$ cat src/rtl/tile_fetch_ctrl_pkg.sv
`default_nettype none
// ============================================================================
// Module      : tile_fetch_ctrl_pkg
// Description : Shared definitions for the tile fetch controller: tile
//               geometry, register-file index width, FSM state encoding and a
//               counter-width helper.
// Revision    : 1.0  initial release
// ============================================================================
package tile_fetch_ctrl_pkg;

    localparam int TILE     = 4;    // tile edge in pixels
    localparam int TILE_PIX = 16;   // pixels per tile
    localparam int IDX_W    = 4;    // register-file index width (ADDR_W)

    typedef enum logic [2:0] {
        ST_IDLE   = 3'd0,
        ST_FETCH  = 3'd1,
        ST_DRAIN  = 3'd2,
        ST_HOLD   = 3'd3,
        ST_WAITLO = 3'd4,
        ST_DONE   = 3'd5
    } state_t;

    // Bits needed to count 0..n-1 (never less than one bit).
    function automatic int cnt_width(input int n);
        int w;
        w = 1;
        while ((1 << w) < n) w = w + 1;
        return w;
    endfunction

endpackage
`default_nettype wire

$ cat src/rtl/tile_fetch_ctrl_valid_delay.sv
`default_nettype none
// ============================================================================
// Module      : tile_fetch_ctrl_valid_delay
// Description : Fixed-depth shift register that delays {valid, index} by the
//               ROM read latency so the write strobe lines up with ROM data.
// Ports       : clk  - clock
//               rst  - asynchronous reset, active low
//               din  - {valid, index} at address-issue time
//               dout - {valid, index} delayed DEPTH cycles
// Revision    : 1.0  initial release
// ============================================================================
module tile_fetch_ctrl_valid_delay #(
    parameter int DEPTH = 1,
    parameter int W     = 5
) (
    input  logic         clk,
    input  logic         rst,
    input  logic [W-1:0] din,
    output logic [W-1:0] dout
);

    logic [W-1:0] pipe_q [DEPTH];
    logic [W-1:0] pipe_d [DEPTH];

    always_comb begin
        pipe_d[0] = din;
        for (int i = 1; i < DEPTH; i++) begin
            pipe_d[i] = pipe_q[i-1];
        end
    end

    always_ff @(posedge clk or negedge rst) begin
        if (!rst) begin
            for (int i = 0; i < DEPTH; i++) begin
                pipe_q[i] <= '0;
            end
        end else begin
            for (int i = 0; i < DEPTH; i++) begin
                pipe_q[i] <= pipe_d[i];
            end
        end
    end

    assign dout = pipe_q[DEPTH-1];

endmodule
`default_nettype wire

$ cat src/rtl/tile_fetch_ctrl.sv
`default_nettype none
// ============================================================================
// Module      : tile_fetch_ctrl
// Description : Walks a raster image in 4x4 tiles, issuing ROM addresses and
//               register-file write strobes aligned to ROM data, then offers
//               each tile downstream with a four-phase finish/finish_ack
//               handshake. all_done flags the end of the frame.
// Ports       : clk          - clock
//               rst          - asynchronous reset, active low
//               start        - frame request level; rising edge starts a frame
//               imem_address - ROM read address
//               WR / ADDR_W  - register-file write strobe and index 0..15
//               finish       - tile ready, held until finish_ack
//               finish_ack   - downstream captured the tile
//               all_done     - whole frame delivered
//               tile_count   - tiles acknowledged in the current frame
// Revision    : 1.0  initial release
// ============================================================================
module tile_fetch_ctrl
    import tile_fetch_ctrl_pkg::*;
#(
    parameter int IMG_W  = 128,
    parameter int IMG_H  = 128,
    parameter int AW     = 14,
    parameter int RD_LAT = 1,
    parameter int TW     = 10
) (
    input  logic             clk,
    input  logic             rst,
    input  logic             start,
    output logic [AW-1:0]    imem_address,
    output logic             WR,
    output logic [IDX_W-1:0] ADDR_W,
    output logic             finish,
    input  logic             finish_ack,
    output logic             all_done,
    output logic [TW-1:0]    tile_count
);

    localparam int TX_N = IMG_W / TILE;
    localparam int TY_N = IMG_H / TILE;
    localparam int TXW  = cnt_width(TX_N);
    localparam int TYW  = cnt_width(TY_N);
    localparam int DW   = cnt_width(RD_LAT);

    localparam logic [TXW-1:0]   TX_LAST   = TXW'(TX_N - 1);
    localparam logic [TYW-1:0]   TY_LAST   = TYW'(TY_N - 1);
    localparam logic [DW-1:0]    DRAIN_END = DW'(RD_LAT - 1);
    localparam logic [IDX_W-1:0] K_LAST    = IDX_W'(TILE_PIX - 1);
    localparam logic [AW-1:0]    ROW_STEP  = AW'(IMG_W);          // next pixel row
    localparam logic [AW-1:0]    TROW_STEP = AW'(TILE * IMG_W);   // next tile row
    localparam logic [AW-1:0]    TCOL_STEP = AW'(TILE);           // next tile column

    state_t           state_q, state_d;
    logic             prev_low_q, prev_low_d;
    logic [IDX_W-1:0] k_q, k_d;
    logic [DW-1:0]    drain_q, drain_d;
    logic [TXW-1:0]   tx_q, tx_d;
    logic [TYW-1:0]   ty_q, ty_d;
    logic [AW-1:0]    tile_base_q, tile_base_d;   // address of pixel (0,0) of current tile
    logic [AW-1:0]    tile_row_q, tile_row_d;     // address of pixel (0,0) of tile tx=0 in this tile row
    logic [AW-1:0]    row_base_q, row_base_d;     // address of column 0 of the pixel row being fetched
    logic [AW-1:0]    addr_q, addr_d;
    logic [TW-1:0]    tile_count_q, tile_count_d;

    logic             w_start_rise;
    logic [IDX_W:0]   w_dly_out;

    // prev_low_q resets to 0 so a start level already high at reset release
    // is not mistaken for a rising edge.
    assign w_start_rise = start & prev_low_q;

    always_comb begin
        state_d      = state_q;
        prev_low_d   = ~start;
        k_d          = k_q;
        drain_d      = drain_q;
        tx_d         = tx_q;
        ty_d         = ty_q;
        tile_base_d  = tile_base_q;
        tile_row_d   = tile_row_q;
        row_base_d   = row_base_q;
        addr_d       = addr_q;
        tile_count_d = tile_count_q;

        unique case (state_q)
            ST_IDLE: begin
                if (w_start_rise) begin
                    tx_d         = '0;
                    ty_d         = '0;
                    tile_base_d  = '0;
                    tile_row_d   = '0;
                    row_base_d   = '0;
                    addr_d       = '0;
                    k_d          = '0;
                    tile_count_d = '0;
                    state_d      = ST_FETCH;
                end
            end
            ST_FETCH: begin
                if (k_q == K_LAST) begin
                    // last address stays on the bus through DRAIN/HOLD
                    drain_d = '0;
                    state_d = ST_DRAIN;
                end else begin
                    k_d = k_q + IDX_W'(1);
                    if (k_q[1:0] == 2'd3) begin
                        row_base_d = row_base_q + ROW_STEP;
                        addr_d     = row_base_q + ROW_STEP;
                    end else begin
                        addr_d = addr_q + AW'(1);
                    end
                end
            end
            ST_DRAIN: begin
                if (drain_q == DRAIN_END) begin
                    state_d = ST_HOLD;
                end else begin
                    drain_d = drain_q + DW'(1);
                end
            end
            ST_HOLD: begin
                if (finish_ack) begin
                    tile_count_d = tile_count_q + TW'(1);
                    if (tx_q == TX_LAST) begin
                        tx_d        = '0;
                        ty_d        = ty_q + TYW'(1);
                        tile_row_d  = tile_row_q + TROW_STEP;
                        tile_base_d = tile_row_q + TROW_STEP;
                    end else begin
                        tx_d        = tx_q + TXW'(1);
                        tile_base_d = tile_base_q + TCOL_STEP;
                    end
                    if ((tx_q == TX_LAST) && (ty_q == TY_LAST)) begin
                        state_d = ST_DONE;
                    end else begin
                        state_d = ST_WAITLO;
                    end
                end
            end
            ST_WAITLO: begin
                // four-phase return-to-zero before the next tile is fetched
                if (!finish_ack) begin
                    k_d        = '0;
                    row_base_d = tile_base_q;
                    addr_d     = tile_base_q;
                    state_d    = ST_FETCH;
                end
            end
            ST_DONE: begin
                if (!start) begin
                    state_d = ST_IDLE;
                end
            end
            default: begin
                state_d = ST_IDLE;
            end
        endcase
    end

    always_ff @(posedge clk or negedge rst) begin
        if (!rst) begin
            state_q      <= ST_IDLE;
            prev_low_q   <= 1'b0;
            k_q          <= '0;
            drain_q      <= '0;
            tx_q         <= '0;
            ty_q         <= '0;
            tile_base_q  <= '0;
            tile_row_q   <= '0;
            row_base_q   <= '0;
            addr_q       <= '0;
            tile_count_q <= '0;
        end else begin
            state_q      <= state_d;
            prev_low_q   <= prev_low_d;
            k_q          <= k_d;
            drain_q      <= drain_d;
            tx_q         <= tx_d;
            ty_q         <= ty_d;
            tile_base_q  <= tile_base_d;
            tile_row_q   <= tile_row_d;
            row_base_q   <= row_base_d;
            addr_q       <= addr_d;
            tile_count_q <= tile_count_d;
        end
    end

    tile_fetch_ctrl_valid_delay #(
        .DEPTH (RD_LAT),
        .W     (IDX_W + 1)
    ) u_valid_delay (
        .clk  (clk),
        .rst  (rst),
        .din  ({(state_q == ST_FETCH), k_q}),
        .dout (w_dly_out)
    );

    assign WR           = w_dly_out[IDX_W];
    assign ADDR_W       = w_dly_out[IDX_W-1:0];
    assign imem_address = addr_q;
    assign finish       = (state_q == ST_HOLD);
    assign all_done     = (state_q == ST_DONE);
    assign tile_count   = tile_count_q;

endmodule
`default_nettype wire

$ cat config.mk
export PLATFORM = sky130hd
export DESIGN_NAME = tile_fetch_ctrl
export DESIGN_NICKNAME = d
export VERILOG_FILES = /design/src/rtl/tile_fetch_ctrl_pkg.sv /design/src/rtl/tile_fetch_ctrl_valid_delay.sv /design/src/rtl/tile_fetch_ctrl.sv
export SDC_FILE = /design/constraint.sdc
export NUM_CORES = 1
export LEC_CHECK = 0
export CORE_UTILIZATION = 59
export DETAILED_ROUTE_END_ITERATION = 12
export DONT_BUFFER_PORTS = 1
export PLACE_DENSITY = 0.86
export SKIP_CTS_REPAIR_TIMING = 1
export SLEW_MARGIN = 5
export SYNTH_ARGS = -nofsm -noshare
export SYNTH_HDL_FRONTEND = slang
export SYNTH_SLANG_ARGS = --single-unit
export TNS_END_PERCENT = 10
$ cat constraint.sdc
create_clock -name clk -period 2.7 [get_ports clk]
set_input_delay 0.54 -clock clk [delete_from_list [all_inputs] [get_ports clk]]
set_output_delay 0.54 -clock clk [all_outputs]
set_load 0.005 [all_outputs]
==> results list, run 1 <==
- The run finished with clean final reports.
- Counting flops with a built-in enable in the synthesized netlist gives 0.
* Root Buffer Master: sky130_fd_sc_hd__clkbuf_8
- TritonCTS clock tree: yes
* Number of I/O port buffers: 0
- The via count of the first global-routing pass came to ~3300.
- Maximum number of pins on one net before global-route repair: 79
- The later pin in the worst-skew pair is clocked with a latency of roughly 0.36 ns.
- Of the total synthesized cell area, the portion taken by full adders, half adders and majority gates is 0.02977.
- In this run the worst setup path begins at state_q[1]$_DFFE_PN0P_.
* Proportion of synthesized chip area in sequential cells: 0.4644
* Post-route core utilization: 0.6584
* Final Net Count: 466
- Endpoint of the lowest-slack register-to-register path: imem_address[6]$_DFFE_PN0P_
* Average cell area after synthesis: around 9.3 um2
* Final Critical Period: 2.345 ns
- Before antenna repair, the detailed router went through 4 iterations.
* Min-Delay Path Class: in2async
- With fillers left out, the area of the finished cells amounts to between 4000 and 5000 um2.
- The clock arrives with approximately 0.010 ns of skew.
- Part of the cycle the worst path needs: 0.8685
- Worst reg-to-reg path cell count: 6
- Register-to-register setup slack: around 0.36 ns
- Final standard cell count with taps included and fillers excluded: roughly 550
- Number of antenna violations at the first check in global routing: 0
- Global-route wire length before repair: between 15 and 20 mm
* First-iteration detailed-routing DRC count: approximately 200
- Number of nets in the synthesized netlist: around 470
- Setup violations, final: 0
* Clk pin slew, worst setup/hold paths: ~0.080 ns
- Worst slew pin tran: about 0.72 ns
- Leakage: a little under 2 nW
* RSZ-0062 raised after global routing: no
* Final HPWL DP: 6.480 mm
- Placeable core area: about 7000 um2
- For this design, the sink count on the clock tree is 78.
* Most frequent standard cell in the layout excluding fill and tap cells: sky130_fd_sc_hd__dfrtp_1
- Setup slack on the critical path of the routed design comes to between 0.3 and 0.4 ns.
- Worst setup timing slack at the placement stage: 0.4207 ns
* Startpoint-to-endpoint class of the critical path: reg2reg
- Die X: just under 90 um
- Mapped Area: ~4200 um2
* H-tree lvl count: 3
* Final hold vios: 0
- Total grt overflow: 0
* Detailed-route vias per instance: between 6 and 7
- Placed Instance Area: between 4000 and 5000 um2
* Final-report max-slew violation count: 0
- Measured against the total synthesized area, the mux share comes to 0.007443.
* Largest driver fanout on the critical path: 19
- Final Wtd Congestion: about 0.90
- Simple-gate share of the synthesized area: 0.2301
- Post-synthesis async set-or-reset flop share: 1.000
- Synthesis handed over a netlist of between 400 and 500 instances.
- For this block, the via count after detailed routing is 3515.
- Max capacitance violation total: 0
* Vertical die dimension: ~86 um
* Commonest register cell after synthesis: sky130_fd_sc_hd__dfrtp_1
* Worst vdd ir: around 530 uV
- Of the cells placed in the final design, the portion with a size suffix greater than 1 is 0.08114.
* Layout Area Growth over Synthesis: 7.026%
* Remaining design rule violation count: 0
* Standard-cell rows: 30
- After detailed placement, the design holds a cell count of about 540.
* Power per Cell Area: 899.7 nW/um2
- The compound-cell area share of the yosys netlist was 0.1867.
- Ant. Diodes: 0
- Synthesis inferred 78 register bits.
- Summed over all layers, the routed wires come to around 9.4 mm.
- The netlist uses 63 different library cells.
- Adding up every negative setup slack in the final design gives 0 ns.
- Headroom to the max-slew limit came out at 0.5147.
* Io pins: 35
* Critical path capture point type: flop
- Yosys printed 0 warnings.
- The worst register-to-register path begins at state_q[1]$_DFFE_PN0P_.
- Achievable clock frequency: about 430 MHz
* Critical path startpoint category: flop
- Synth Area in XOR/XNOR: 0.04585
* Commonest non-fill, non-tap cells in the layout: 78 x sky130_fd_sc_hd__dfrtp_1, 45 x sky130_fd_sc_hd__nand2_1, 43 x sky130_fd_sc_hd__o21ai_0
- Starting density of the core: 0.6152
- Remaining number of nets flagged by the antenna check after routing: 0
* Critical path data required time: ~3 ns
- Post-DR wirelength/cell: between 15 and 20 um
- Worst Path Arrival: roughly 2.6 ns
- Total global routing track utilization: 0.2760
- Inserted Clock Buffers: 9
- DIE AREA: ~7500 um2
* Number of buffers on the longest clock path: 2
- After synthesis, the largest family of logic cells by area is simple AND/OR/NAND/NOR gates.
metal layers:
| layer | vias to the layer above | global-route usage | part of all wire |
|---|---|---|---|
| met2 | 147 | 0.4271 | 0.46 |
| li1 | 1648 | - | - |
| met5 | - | 0 | 0 |
| met4 | 0 | 0.1242 | 0.026 |
| met1 | 1702 | 0.3471 | 0.43 |
| met3 | 18 | 0.1010 | 0.076 |
logic make-up after synthesis:
logic type | Yosys count
AND/OR/NAND/NOR | 185
AO/OA/AOI/OAI | 122
flip-flops | 78
buffers and inverters | 33
XOR/XNOR | 22
adder cells (fa/ha/maj) | 10
multiplexers | 3
critical path, stage by stage (launching register included):
cell,delay (ns)
sky130_fd_sc_hd__dfrtp_1,0.63
sky130_fd_sc_hd__or3b_1,0.55
sky130_fd_sc_hd__inv_2,0.20
sky130_fd_sc_hd__nand2b_1,0.28
sky130_fd_sc_hd__nor4b_1,0.38
sky130_fd_sc_hd__a221oi_1,0.09
sky130_fd_sc_hd__o21ai_0,0.15
flip-flops by register name (all words and copies together), names as in the netlist, 4 cells and up:
register            flops
imem_address           14
row_base_q             13
tile_base_q            13
tile_count             10
tile_row_q              5
tx_q                    5
ty_q                    5
u_valid_delay.dout      5
k_q                     4
per-stage QoR:
step	power [W]	hold WS, ns
2_1_floorplan	0.002778	0.2444
3_3_place_gp	0.003069	0.2462
3_5_place_dp	0.003148	0.2461
4_1_cts	0.004008	-0.1510
5_1_grt	0.004326	0.08236
6_report	0.004047	0.06012
how the worst max path moves through the flow:
stage	end	slack, ns
final	imem_address[6]$_DFFE_PN0P_	0.36
after global routing	imem_address[6]$_DFFE_PN0P_	0.17
after CTS	imem_address[6]$_DFFE_PN0P_	0.40
after floorplan	ty_q[3]$_DFFE_PN0P_	0.60
after detailed placement	imem_address[6]$_DFFE_PN0P_	0.42
after global placement	imem_address[5]$_DFFE_PN0P_	0.56
power breakdown:
| group | switching (W) | internal [W] |
|---|---|---|
| registers | 0.000354 | 0.00139 |
| clock network | 0.000417 | 0.000444 |
| logic | 0.000904 | 0.000533 |
| total | 0.00168 | 0.00237 |
cell usage after synthesis (5+ instances only):
library cell,n,area [um2]
sky130_fd_sc_hd__nor4_1,5,31.28
sky130_fd_sc_hd__a21oi_1,21,105.1
sky130_fd_sc_hd__and3_1,12,75.07
sky130_fd_sc_hd__nand2_1,45,168.9
sky130_fd_sc_hd__a31oi_1,6,37.54
sky130_fd_sc_hd__and2_1,9,56.30
sky130_fd_sc_hd__clkbuf_1,8,30.03
sky130_fd_sc_hd__inv_1,10,37.54
sky130_fd_sc_hd__ha_1,10,125.1
sky130_fd_sc_hd__o31ai_1,5,37.54
sky130_fd_sc_hd__nand3_1,23,115.1
sky130_fd_sc_hd__a221oi_1,7,61.31
sky130_fd_sc_hd__xor2_1,11,96.34
sky130_fd_sc_hd__buf_2,12,60.06
sky130_fd_sc_hd__o21ai_0,43,215.2
sky130_fd_sc_hd__nor2_1,38,142.6
sky130_fd_sc_hd__nand4_1,8,50.05
sky130_fd_sc_hd__a22o_1,11,96.34
sky130_fd_sc_hd__dfrtp_1,78,1952
sky130_fd_sc_hd__nor3_1,12,60.06
sky130_fd_sc_hd__xnor2_1,11,96.34
final cells by class:
class	count	area (um2)
Timing Repair Buffer	10	95.09
Tap cell	96	120.1
Fill cell	560	2333
Sequential cell	78	1952
Multi-Input combinational cell	342	2101
Inverter	11	41.29
Clock buffer	11	141.4
Clock inverter	4	47.55
No activity file was read; power rests on OpenSTA's default activity.
==> run 2: changes to the inputs <==
--- a/config.mk
+++ b/config.mk
@@ -9,6 +9,7 @@
 export DETAILED_ROUTE_END_ITERATION = 12
 export DONT_BUFFER_PORTS = 1
 export PLACE_DENSITY = 0.86
+export REMOVE_ABC_BUFFERS = 1
 export SKIP_CTS_REPAIR_TIMING = 1
 export SLEW_MARGIN = 5
 export SYNTH_ARGS = -nofsm -noshare
==> run 2 against run 1 <==
Compared with the run above:
- first-iteration DRC count increased by 22%
- clock skew increased by 0.00084 ns
- critical path depth unchanged
- hold slack got worse by 0.0063 ns
- largest cell class unchanged
- largest power group unchanged
- highest routed layer unchanged
==> results list, run 2 (synthesized netlist as in run 1, its figures left out) <==
* Max capacitance violation total: 0
* Number of buffers on the longest clock path: 2
- Top delay family on crit path: simple AND/OR/NAND/NOR gates
- Headroom to the max-slew limit came out at 0.5770.
* Power per Cell Area: 928.2 nW/um2
- Final Critical Period: 2.277 ns
- With fillers left out, the area of the finished cells amounts to ~4600 um2.
- Critical path startpoint category: flop
- Setup skew after layout: 0.01098 ns
- IR analysis of the VDD net gives a maximum drop of 682.5 uV.
- For the worst setup path, the data required time is around 3 ns.
- The number of hold-slack violations in the final timing report is 0.
- Leakage: between 1.5 and 2 nW
* Part of the cycle the worst path needs: 0.8432
- Comb pwr share: 0.337
- Placeable core area: about 7000 um2
- TritonCTS built the clock tree.
- Inserted Clock Buffers: 9
* Critical path's largest stage delay: 0.71 ns
- Global-route wire length before repair: 15.48 mm
* Vias after detailed routing: about 3500
- Total iterations of the first detailed-routing run: 5
- Total global routing track utilization: 0.2668
- Final standard cell count with taps included and fillers excluded: between 500 and 600
- The initialized floorplan defines 30 standard-cell rows.
- The critical path goes through or3b_1 > inv_2 > nand2b_1 > nor4_1 > a221oi_1 > o2bb2ai_1.
- For this design the total switching power over the nets is roughly 0.0017 W.
* Final Net Count: about 470
- CP max stage cell: sky130_fd_sc_hd__dfrtp_1
* Root Buffer Master: sky130_fd_sc_hd__clkbuf_8
- Prior to clock tree synthesis, the placed netlist has a worst setup slack of roughly 0.51 ns.
- The internal power of the cells totals 0.002570 W.
- Placed Instance Area: 4289 um2
* Number of antenna violations at the first check in global routing: 0
- Derived from the worst setup path, the maximum achievable clock frequency is 439.3 MHz.
- Clock Sinks: around 80
* Endpoint of the lowest-slack register-to-register path: imem_address[8]$_DFFE_PN0P_
- In this run the worst path has a maximum fanout of 16.
- The critical path crosses 6 cells after its start point.
- Final-report max-slew violation count: 0
* Startpoint of the lowest-slack register-to-register path: state_q[0]$_DFFE_PN0P_
* Wirelength, routed: about 9.3 mm
* Ant. Diodes: 0
* Vertical die dimension: ~86 um
- Number of buffer and inverter instances along the worst setup path: 1
* Part of the power in registers: 0.412
- Maximum number of pins on one net before global-route repair: between 70 and 80
- Fraction of layout instances using a drive strength above 1: 0.08734
- The clock reaches the later pin of the worst-skew pair after 0.36 ns.
- In the final timing run, aggregate negative setup slack is 0 ns.
- Worst Path Arrival: about 2.6 ns
- The flow ran to the end, and the final reports show no timing, DRC or antenna violations.
* Min-Delay Path Class: in2async
* Remaining design rule violation count: 0
* Startpoint-to-endpoint class of the critical path: reg2reg
- Io pins: 35
- Via count of the first global-routing pass: 3272
- Setup violations, final: 0
- Worst reg-to-reg path cell count: 6
- Number of I/O port buffers: 0
* Critical path capture point type: flop
- Layout Area Growth over Synthesis: 8.574%
- Most frequent standard cell in the layout excluding fill and tap cells: sky130_fd_sc_hd__dfrtp_1
* Detailed-route vias per instance: approximately 6.3
- Part of the power in the clock network: 0.251
- In this run, the number of DRC markers left after iteration 0 of detailed routing was between 200 and 250.
* Remaining number of nets flagged by the antenna check after routing: 0
- Leaving out fill and tap cells, the most frequent cells in the layout are 78 x sky130_fd_sc_hd__dfrtp_1, 45 x sky130_fd_sc_hd__nand2_1, 43 x sky130_fd_sc_hd__o21ai_0.
- After detailed placement, the design holds a cell count of approximately 540.
- The congestion estimate from routability-driven global placement came to 0.8553.
* RSZ-0062 raised after global routing: no
- The HPWL after detailed placement is roughly 6.4 mm.
* H-tree lvl count: 3
- Max FFs per register: 14
* Post-route core utilization: 0.6679
* Post-DR wirelength/cell: around 17 um
- Total grt overflow: 0
- Number of fill cells in the layout: ~530
* Clk pin slew, worst setup/hold paths: about 0.080 ns
* Worst slew pin tran: between 0.6 and 0.7 ns
- The floorplan step defined a die boundary enclosing between 7000 and 8000 um2.
- Starting density of the core: 0.6152
- Across all setup checks in the final design, the least slack found is between 0.4 and 0.5 ns.
* Die X: 86.40 um
- Of the total power, the share spent switching nets is 0.3932.
* Register-to-register setup slack: between 0.4 and 0.5 ns
[run 2: cell count changes in the layout (fill, tap and decap cells not counted)]
cell | before | now
sky130_fd_sc_hd__clkinvlp_4 | 1 | 0
sky130_fd_sc_hd__bufinv_16 | 1 | 3
sky130_fd_sc_hd__buf_4 | 9 | 10
sky130_fd_sc_hd__clkbuf_1 | 1 | 0
sky130_fd_sc_hd__clkinv_4 | 0 | 1
[run 2: area by class of cell]
cell class,instances,area (um2),area share
Clock buffer,10,137.6,0.03016
Clock inverter,6,108.9,0.02386
Inverter,11,41.29,0.009049
Multi-Input combinational cell,342,2101,0.4604
Sequential cell,78,1952,0.4277
Tap cell,96,120.1,0.02632
Timing Repair Buffer,11,102.6,0.02248
[run 2: stage by stage]
step	hold WS, ns	total power [W]
6_report	0.05378	0.004236
4_1_cts	-0.1445	0.004212
3_5_place_dp	0.2458	0.003144
3_3_place_gp	0.2459	0.003069
5_1_grt	0.08402	0.004519
2_1_floorplan	0.2444	0.002669
[run 2: power by group through the flow]
stage	Sequential [W]	Combinational, W	Clock [W]
floorplan	0.00167	0.000994	0
global placement	0.00174	0.00133	0
detailed placement	0.00176	0.00138	0
CTS	0.00174	0.00139	0.00108
global route	0.00179	0.00159	0.00113
finish	0.00175	0.00143	0.00106
[run 2: how the worst max path moves through the flow]
stage	from	to	slack [ns]
after floorplan	tx_q[0]$_DFFE_PN0P_	ty_q[3]$_DFFE_PN0P_	0.34
after global placement	state_q[0]$_DFFE_PN0P_	imem_address[6]$_DFFE_PN0P_	0.59
after detailed placement	state_q[0]$_DFFE_PN0P_	imem_address[6]$_DFFE_PN0P_	0.51
after CTS	state_q[0]$_DFFE_PN0P_	imem_address[6]$_DFFE_PN0P_	0.47
after global routing	state_q[0]$_DFFE_PN0P_	imem_address[8]$_DFFE_PN0P_	0.22
final	state_q[0]$_DFFE_PN0P_	imem_address[8]$_DFFE_PN0P_	0.42
[run 2: worst reg2reg max path, cell delays in order (launching register included)]
cell                        delay, ns
sky130_fd_sc_hd__dfrtp_1         0.71
sky130_fd_sc_hd__or3b_1          0.48
sky130_fd_sc_hd__inv_2           0.19
sky130_fd_sc_hd__nand2b_1        0.27
sky130_fd_sc_hd__nor4_1          0.32
sky130_fd_sc_hd__a221oi_1        0.10
sky130_fd_sc_hd__o2bb2ai_1       0.15
[run 2: per-layer routing]
| metal | share of wire | up-vias | track usage |
|---|---|---|---|
| met5 | 0 | - | 0 |
| met4 | 0.018 | 0 | 0.1030 |
| met3 | 0.065 | 13 | 0.08000 |
| met2 | 0.47 | 140 | 0.4091 |
| met1 | 0.45 | 1704 | 0.3575 |
| li1 | - | 1645 | - |
==> run 3: changes to the inputs <==
==> constraint.sdc (replaced) <==
create_clock -name clk -period 2.2 [get_ports clk]
set_input_delay 0.44 -clock clk [delete_from_list [all_inputs] [get_ports clk]]
set_output_delay 0.44 -clock clk [all_outputs]
set_load 0.005 [all_outputs]
==> run 3 against run 2 <==
Compared with the run above:
- the run now ends with negative hold slack left
- die area is the same
- clock skew shrank 0.0050 ns
- clock-buffer cell count grew 1
- total power grew 24%
- first-iteration DRC count grew 21%
- hold slack lost 0.27 ns
==> results list, run 3 (synthesized netlist as in run 1, its figures left out) <==
* Hold Slack: -0.2203 ns
- Root Buffer Master: sky130_fd_sc_hd__clkbuf_8
- Final-report max-slew violation count: 0
- Detailed-route vias per instance: roughly 6.4
- Ant. Diodes: 0
- Number of I/O port buffers: 0
- RSZ-0062 raised after global routing: yes
- In the final layout, flip-flops and latches occupy around 2000 um2.
- Achievable clock frequency: 471.6 MHz
- Power per Cell Area: ~1100 nW/um2
- The number of antenna violations at the first check in global routing was 0.
* Total iterations of the first detailed-routing run: 5
* Setup violations, final: 0
* H-tree lvl count: 3
- Summing all placed instances gives a cell area of about 4400 um2.
- Register-to-register setup slack: between 0.1 and 0.15 ns
- The multi-input combinational cells in the finished layout cover a total of ~2100 um2.
* Remaining number of nets flagged by the antenna check after routing: 0
* Wirelength, routed: 9.733 mm
- Data on the critical path is required at its endpoint by ~1.8 ns.
* First-iteration detailed-routing DRC count: 295
- Part of the cycle the worst path needs: 0.9638
- Setup skew after layout: approximately 0.006 ns
- The die is 86.40 um tall.
* Fraction of layout instances using a drive strength above 1: 0.1116
- Inserted Clock Buffers: 9
- After legalization and detailed placement, the total HPWL measured 6.641 mm.
- Maximum number of pins on one net before global-route repair: 79
* Violations in the final reports: negative hold slack
* Run status: complete, but fails checks
* Commonest non-fill, non-tap cells in the layout: 76 x sky130_fd_sc_hd__dfrtp_1, 45 x sky130_fd_sc_hd__nand2_1, 42 x sky130_fd_sc_hd__o21ai_0
* Critical path startpoint category: flop
- Worst setup timing slack at the placement stage: 0.1505 ns
- Worst Path Arrival: 1.68 ns
- Final Net Count: between 400 and 500
- The tightest min-delay check is of the in2async type.
- Final standard cell area without fillers: around 4600 um2
- Critical path capture point type: output pin
- Layout Area Growth over Synthesis: 9.378%
- Global-route wire length before repair: about 17 mm
- Via count of the first global-routing pass: 3479
- Across the VDD grid, the largest voltage drop is around 580 uV.
- Largest driver fanout on the critical path: 9
- Routability-driven placement finished with a final weighted congestion of a little over 0.9.
- The analysis attributes to cell leakage a power of around 2 nW.
- TritonCTS clock tree: yes
- The clock net in this run drives a total of roughly 80 sinks.
- After floorplanning, the core was sized to cover around 6800 um2.
* Standard-cell rows: 30
- Clock network latency to the later pin of the worst-skew pair: 0.35 ns
* Worst slew pin tran: around 0.5 ns
- Clock-pin slew was measured on the worst setup and hold paths at 0.08 ns.
- In this run the deepest clock path goes through 2 buffers.
- Max capacitance violation total: 0
- Dividing the detail-routed wire length by the instance count gives between 15 and 20 um.
* Crit path setup slack, layout: 0.07958 ns
- 35 I/O pins were placed.
- In this run the tightest slew margin relative to its limit is 0.6631.
- Remaining design rule violation count: 0
- Total global routing track utilization: 0.2877
- Final Critical Period: 2.120 ns
- Summed over all layers, the global routing overflow is 0.
* Number of fill cells in the layout: 525
* DIE AREA: around 7500 um2
- Leaving out fill and tap cells, the most frequent cell in the layout is sky130_fd_sc_hd__dfrtp_1.
- The register with the most flip-flops in the layout has 14 of them.
- Vias after detailed routing: 3579
* Startpoint-to-endpoint class of the critical path: reg2out
* Starting density of the core: 0.6152
- The number of hold-slack violations in the final timing report is 78.
- The floorplan step set the die width to ~86 um.
==> run 3: per-stage QoR <==
| step | power (W) | cells | utilization | TNS (ns) |
|---|---|---|---|---|
| after floorplan | 0.003275 | 431 | - | -0.1644 |
| after global placement | 0.003901 | 547 | 0.6388 | 0 |
| after detailed placement | 0.004013 | 547 | 0.6388 | 0 |
| after CTS | 0.005219 | 562 | 0.6712 | -0.08269 |
| after global routing | 0.005614 | 562 | 0.6729 | -0.01576 |
| final | 0.005268 | 562 | 0.6729 | 0 |
==> run 3: path summary, 6_finish.rpt <==
check | start | to | cells past startpoint
min in group clk | start | prev_low_q$_DFF_PN0_ | 1
hold / removal | rst | u_valid_delay.dout[1]$_DFF_PN0_ | 0
max in group asynchronous | rst | tile_base_q[5]$_DFFE_PN0P_ | 0
setup / recovery | state_q[2]$_DFFE_PN0P_ | finish | 4
hold reg to reg | k_q[1]$_DFFE_PN0P_ | u_valid_delay.dout[1]$_DFF_PN0_ | 0
setup reg to reg | tx_q[0]$_DFFE_PN0P_ | ty_q[3]$_DFFE_PN0P_ | 8
==> run 3: layout make-up <==
cell class,count,area share
Clock buffer,11,0.03293
Clock inverter,4,0.01524
Inverter,11,0.008982
Multi-Input combinational cell,342,0.4581
Sequential cell,78,0.4251
Tap cell,96,0.02613
Timing Repair Buffer,20,0.03348
==> run 3: power breakdown <==
| group | switching, W | internal [W] |
|---|---|---|
| Combinational | 0.00115 | 0.000788 |
| Clock | 0.000514 | 0.000691 |
| Sequential | 0.000405 | 0.00172 |
| Total | 0.00207 | 0.00320 |
==> run 3: metal layers <==
layer  track usage  part of all wire  up-vias
li1              -                 -     1662
met1        0.3825              0.44     1759
met2        0.4603              0.48      143
met3       0.06667             0.063       15
met4        0.1091             0.014        0
met5             0                 0        -
==> run 3: critical path, stage by stage (launching register included) <==
cell                       delay, ns
sky130_fd_sc_hd__dfrtp_1        0.47
sky130_fd_sc_hd__buf_4          0.20
sky130_fd_sc_hd__nand3b_1       0.34
sky130_fd_sc_hd__inv_2          0.16
sky130_fd_sc_hd__buf_4          0.16
